[config.mk]
export PLATFORM = sky130hd
export DESIGN_NAME = multdiv_sequencer
export DESIGN_NICKNAME = d
export VERILOG_FILES = /design/src/rtl/multdiv_sequencer.sv
export SDC_FILE = /design/constraint.sdc
export NUM_CORES = 1
export LEC_CHECK = 0
export CORE_UTILIZATION = 40
export DETAILED_ROUTE_END_ITERATION = 8
export HOLD_SLACK_MARGIN = 0.02
export PLACE_DENSITY = 0.75
export SYNTH_ARGS = -nofsm -noshare
export SYNTH_HDL_FRONTEND = slang
export SYNTH_SLANG_ARGS = --single-unit
[constraint.sdc]
create_clock -name clock -period 2.5 [get_ports clock]
set_input_delay 0.5 -clock clock [delete_from_list [all_inputs] [get_ports clock]]
set_output_delay 0.5 -clock clock [all_outputs]
set_load 0.03 [all_outputs]
[src/rtl/multdiv_sequencer.sv]
// multdiv_sequencer
//   Issues mul/div operations decoded in the execute stage to a shared multi-cycle
//   unit. It stalls F/D/X while the unit works, then presents the result (or an
//   rstatus exception code) for one cycle to the X/M latch. A watchdog aborts a
//   unit that never answers.
// Ports
//   clock, reset_n                 rising-edge clock, async active-low reset
//   ir_x, valid_x, flush           X-stage instruction, its valid bit, branch kill
//   md_ready/md_exception/md_result  unit completion handshake
//   ctrl_mult, ctrl_div            one-cycle start pulses to the unit
//   stall                          hold F/D/X
//   wb_valid, wb_rd, wb_data       writeback request for the X/M latch
//   busy, timeout_err              status: not idle / sticky watchdog abort
module multdiv_sequencer #(
    parameter int unsigned DATA_W      = 32,
    parameter int unsigned TIMEOUT     = 40,
    parameter int unsigned RSTATUS_REG = 30,
    parameter int unsigned MUL_EXC     = 4,
    parameter int unsigned DIV_EXC     = 5
) (
    input  logic              clock,
    input  logic              reset_n,
    input  logic [31:0]       ir_x,
    input  logic              valid_x,
    input  logic              flush,
    input  logic              md_ready,
    input  logic              md_exception,
    input  logic [DATA_W-1:0] md_result,
    output logic              ctrl_mult,
    output logic              ctrl_div,
    output logic              stall,
    output logic              wb_valid,
    output logic [4:0]        wb_rd,
    output logic [DATA_W-1:0] wb_data,
    output logic              busy,
    output logic              timeout_err
);

    localparam int unsigned CNT_W   = $clog2(TIMEOUT);
    localparam logic [4:0]  OPC_MD  = 5'b00000;
    localparam logic [4:0]  ALU_MUL = 5'b00110;
    localparam logic [4:0]  ALU_DIV = 5'b00111;

    typedef enum logic [1:0] {
        IDLE = 2'd0,
        BUSY = 2'd1,
        DONE = 2'd2
    } state_t;

    state_t              state_q, state_d;
    logic [CNT_W-1:0]    cnt_q, cnt_d;
    logic                op_div_q, op_div_d;
    logic [4:0]          rd_q, rd_d;
    logic [4:0]          wb_rd_q, wb_rd_d;
    logic [DATA_W-1:0]   wb_data_q, wb_data_d;
    logic                timeout_err_q, timeout_err_d;

    logic dec_mul, dec_div, is_md;

    // Only opcode, rd and ALU op fields take part in decode.
    logic unused_ir;
    assign unused_ir = ^{ir_x[21:7], ir_x[1:0]};

    // Decode; reset_n gating makes the start pulses and stall drop asynchronously.
    assign dec_mul = (ir_x[31:27] == OPC_MD) && (ir_x[6:2] == ALU_MUL);
    assign dec_div = (ir_x[31:27] == OPC_MD) && (ir_x[6:2] == ALU_DIV);
    assign is_md   = reset_n & valid_x & ~flush & (dec_mul | dec_div);

    // Next-state and outputs.
    always_comb begin
        state_d       = state_q;
        cnt_d         = cnt_q;
        op_div_d      = op_div_q;
        rd_d          = rd_q;
        wb_rd_d       = wb_rd_q;
        wb_data_d     = wb_data_q;
        timeout_err_d = timeout_err_q;
        ctrl_mult     = 1'b0;
        ctrl_div      = 1'b0;
        stall         = 1'b0;
        wb_valid      = 1'b0;

        case (state_q)
            IDLE: begin
                if (is_md) begin
                    ctrl_mult = ~dec_div;
                    ctrl_div  = dec_div;
                    stall     = 1'b1;
                    op_div_d  = dec_div;
                    rd_d      = ir_x[26:22];
                    cnt_d     = '0;
                    state_d   = BUSY;
                end
            end
            BUSY: begin
                stall = 1'b1;
                cnt_d = cnt_q + CNT_W'(1);
                if (flush) begin
                    state_d = IDLE;
                end else if (md_ready && !md_exception) begin
                    wb_rd_d   = rd_q;
                    wb_data_d = md_result;
                    state_d   = DONE;
                end else if (md_ready) begin
                    wb_rd_d   = 5'(RSTATUS_REG);
                    wb_data_d = op_div_q ? DATA_W'(DIV_EXC) : DATA_W'(MUL_EXC);
                    state_d   = DONE;
                end else if (cnt_q == CNT_W'(TIMEOUT - 1)) begin
                    wb_rd_d       = 5'(RSTATUS_REG);
                    wb_data_d     = DATA_W'(DIV_EXC);
                    timeout_err_d = 1'b1;
                    state_d       = DONE;
                end
            end
            DONE: begin
                // The finished op is still in ir_x here, so no decode.
                wb_valid = ~flush;
                state_d  = IDLE;
            end
            default: state_d = IDLE;
        endcase
    end

    // State and datapath registers.
    always_ff @(posedge clock or negedge reset_n) begin
        if (!reset_n) begin
            state_q       <= IDLE;
            cnt_q         <= '0;
            op_div_q      <= 1'b0;
            rd_q          <= '0;
            wb_rd_q       <= '0;
            wb_data_q     <= '0;
            timeout_err_q <= 1'b0;
        end else begin
            state_q       <= state_d;
            cnt_q         <= cnt_d;
            op_div_q      <= op_div_d;
            rd_q          <= rd_d;
            wb_rd_q       <= wb_rd_d;
            wb_data_q     <= wb_data_d;
            timeout_err_q <= timeout_err_d;
        end
    end

    assign busy        = (state_q != IDLE);
    assign wb_rd       = wb_rd_q;
    assign wb_data     = wb_data_q;
    assign timeout_err = timeout_err_q;

endmodule
==> flow_summary.ini <==
[floorplan]
die_area_sq_um = 7360
ios = 113
placementRows = 30
die_h_um = 85.8
start_util_pct = 41.3
die_x_um = 85.8
core_sq_um = 6790

[synthesis]
synth_area_sq_um = 2810
synth_adder_area_share_pct = 0.445
synth_nets = 333
yosys.area.top_type = dfrtp_1
synthCells = 262
synth_top_area_share_pct = 46.3
synth_top_family_by_area = simple AND/OR/NAND/NOR gates
avgSynthCellArea_sq_um = 10.7
synth_xor_area_share_pct = 0
ys_seq_area_share_pct = 46.3
ys_types = 41
yosys.area_share.simple_pct = 29.5
ys_ff_latch = 52
synthMuxAreaShare_pct = 3.56
synth-compound-area-share_pct = 16.2
yosys_warnings = 0
synthTopCellsByArea = dfrtp_1, and4b_1, a211o_1, nor2b_1, mux2_2

[sta]
fmax_mhz = 381
finalMaxSlewViolations = 0
skew_ps = 3.56
relSlewSlack_pct = 55.7
setup_viol = 2
setup_slack_ps = -123
worst_pin_slew_ps = 664
hold_violations = 0
rsz0062_at_grt = true
worst_hold_slack_ps = 383
fin_crit_ps = 2620
period_share_pct = 105

[placed_design]
port-buffer-count = 95
gp_congestion = 0.769
dpl.hpwl_um = 4750
detailed_place.area_sq_um = 3950

[pwr]
irDropWorstVdd_mv = 0.276
power_density_nw_per_um2 = 388
p_leak_nw = 1.71

[setup_path]
startpoint_type = input pin
cp-startpoint = ir_x[6]
reg2reg_depth = 5
cp_max_fo = 2
crit_path_end_kind = primary output
required_ps = 2000
arrival_ps = 2120
path_class = in2out
reg2reg_from = cnt_q[0]$_DFFE_PN0P_

[grt]
grt_usage_pct = 20.0
antenna_found_initial = 0
gr-total-overflow = 0
grt_pass1_vias = 2381
grt_first_pass_wirelength_um = 11800
grt_max_degree = 54

[clock_tree]
cts.sinks = 52
cts_buffer_depth = 2
postCtsHoldBufs = 0
cts.reportedPaths.clkPinSlew_ps = 90
clkLatencyLatePin_ps = 300
ctsHtreeMaxLevel = 2
cts-buffers-inserted = 5
cts-root-buf = clkbuf_8
cts_tree = yes

[drt]
drc = 0
wirelength_um = 7170
routed_via_density = 5.37
first_pass_iters = 4
vias = 2459
postRouteAntennaNets = 0
wl_per_cell_um = 15.6
drt_iter0_markers = 135

[finish]
drive_above_1_share_pct = 14.1
antenna_cells = 0
syn2layout_area_growth_pct = 46.1
nets = 432
num-fill-cells = 556
design_area_sq_um = 4110

[job]
max_cap_viol_count = 0

[run_status]
failed_checks = negative setup slack
status = complete, but fails checks

[min_path]
hold_path.class = in2async
## cell type report
type	instances	area [sq um]	area share, %
clock inverters	1	7.51	0.183
flip-flops and latches	52	1300	31.7
inverters	6	22.5	0.549
multi-input cells	181	1440	35.1
clock buffers	7	86.3	2.10
repair buffers	115	1120	27.4
well taps	96	120	2.93
## sequential cells by signal, indices dropped and copies added, names as in the netlist
| name | cells |
|---|---|
| rd_q | 5 |
| timeout_err | 1 |
| state_q | 2 |
| cnt_q | 6 |
| wb_data | 32 |
| wb_rd | 5 |
| op_div_q | 1 |
## what timing repair did
item,CTS,global route
setup endpoints to repair,3,3
endpoints found under the hold margin,0,0
setup buffers,1,2
gates resized for setup,7,7
pin swaps,5,7
## cells by family (layout without fill, tap and decap cells)
family	Yosys count	count (layout)
adders and majority gates	1	1
muxes	9	9
and+or+nand+nor	116	116
buffers and inverters	29	129
DFF	52	52
AOI/OAI and AO/OA	55	55
## Yosys cell counts
library cell and count:
o221ai_1 1, or4_4 1, o211a_1 5, and3_1 1, and4b_1 31, nor3_1 1, nor4_4 1, ha_1 1
nand3b_1 2, buf_2 2, o311ai_0 4, nand4b_1 1, o21ai_0 6, or2_2 1, nand2b_1 2, inv_1 6
or4_1 3, o21a_1 1, a211o_1 31, nor2_1 13, mux2_2 8, o31ai_1 1, a31oi_1 1, nand3_1 7
clkbuf_1 21, nor3b_1 2, nor3b_2 1, a21o_1 1, nor4_1 2, dfrtp_1 52, nand4bb_1 1, a21oi_1 1
or3_1 2, o21ba_2 1, nor4bb_1 1, nor2b_1 32, mux2i_1 1, a211oi_1 1, nand2_1 9, a31o_2 1
or3b_2 2
## critical path, cell delays in order
cell and delay, ps:
clkdlybuf4s50_1 420, nand4bb_1 220, or4_4 540, buf_6 130, a31oi_1 130, buf_4 180
## power by group
| group | leakage [nW] | total [mW] | internal, mW | switching, mW |
|---|---|---|---|---|
| Combinational | 1.13 | 0.224 | 0.121 | 0.103 |
| Clock | 0.0445 | 0.503 | 0.226 | 0.277 |
| Sequential | 0.536 | 0.864 | 0.853 | 0.0113 |
| Total | 1.71 | 1.59 | 1.20 | 0.391 |
## per-stage QoR
stage / utilization [%] / setup slack [ps] / std cells / total power, mW / setup TNS [ps]
2_1_floorplan: - / 19.4 / 262 / 0.957 / 0
3_3_place_gp: 58.1 / -272 / 447 / 1.10 / -1050
3_5_place_dp: 58.1 / -337 / 447 / 1.10 / -1230
4_1_cts: 59.9 / -291 / 456 / 1.61 / -544
5_1_grt: 60.4 / -177 / 458 / 1.66 / -284
6_report: 60.4 / -123 / 458 / 1.59 / -168
## path summary, 6_finish.rpt
check / endpoint / slack [ps]
min in group clock: wb_data[16]$_DFFE_PN0P_ / 510
setup / recovery: ctrl_mult / -120
hold reg to reg: wb_data[16]$_DFFE_PN0P_ / 510
hold / removal: cnt_q[1]$_DFFE_PN0P_ / 380
setup reg to reg: wb_data[6]$_DFFE_PN0P_ / 530
max in group asynchronous: wb_data[5]$_DFFE_PN0P_ / 1670
## layer usage
metal  up-vias  routed length, um  global-route usage (%)
met2        67               3250                    31.3
met1      1203               3480                    29.2
li1       1184                  -                       -
met5         -                  0                       0
met3         5                382                    3.85
met4         0                 49                    3.64
## cells in the final DEF, fill, tap and decap left out, drive strengths merged, types with 8 or more instances in the layout
cell           synthesis  final
dfrtp                 52     52
nand2                  9      9
buf                    2     25
nor2b                 32     32
nor2                  13     13
a211o                 31     31
clkdlybuf4s50          0     84
mux2                   8      8
and4b                 31     31
(Power assumes the default switching activity.)
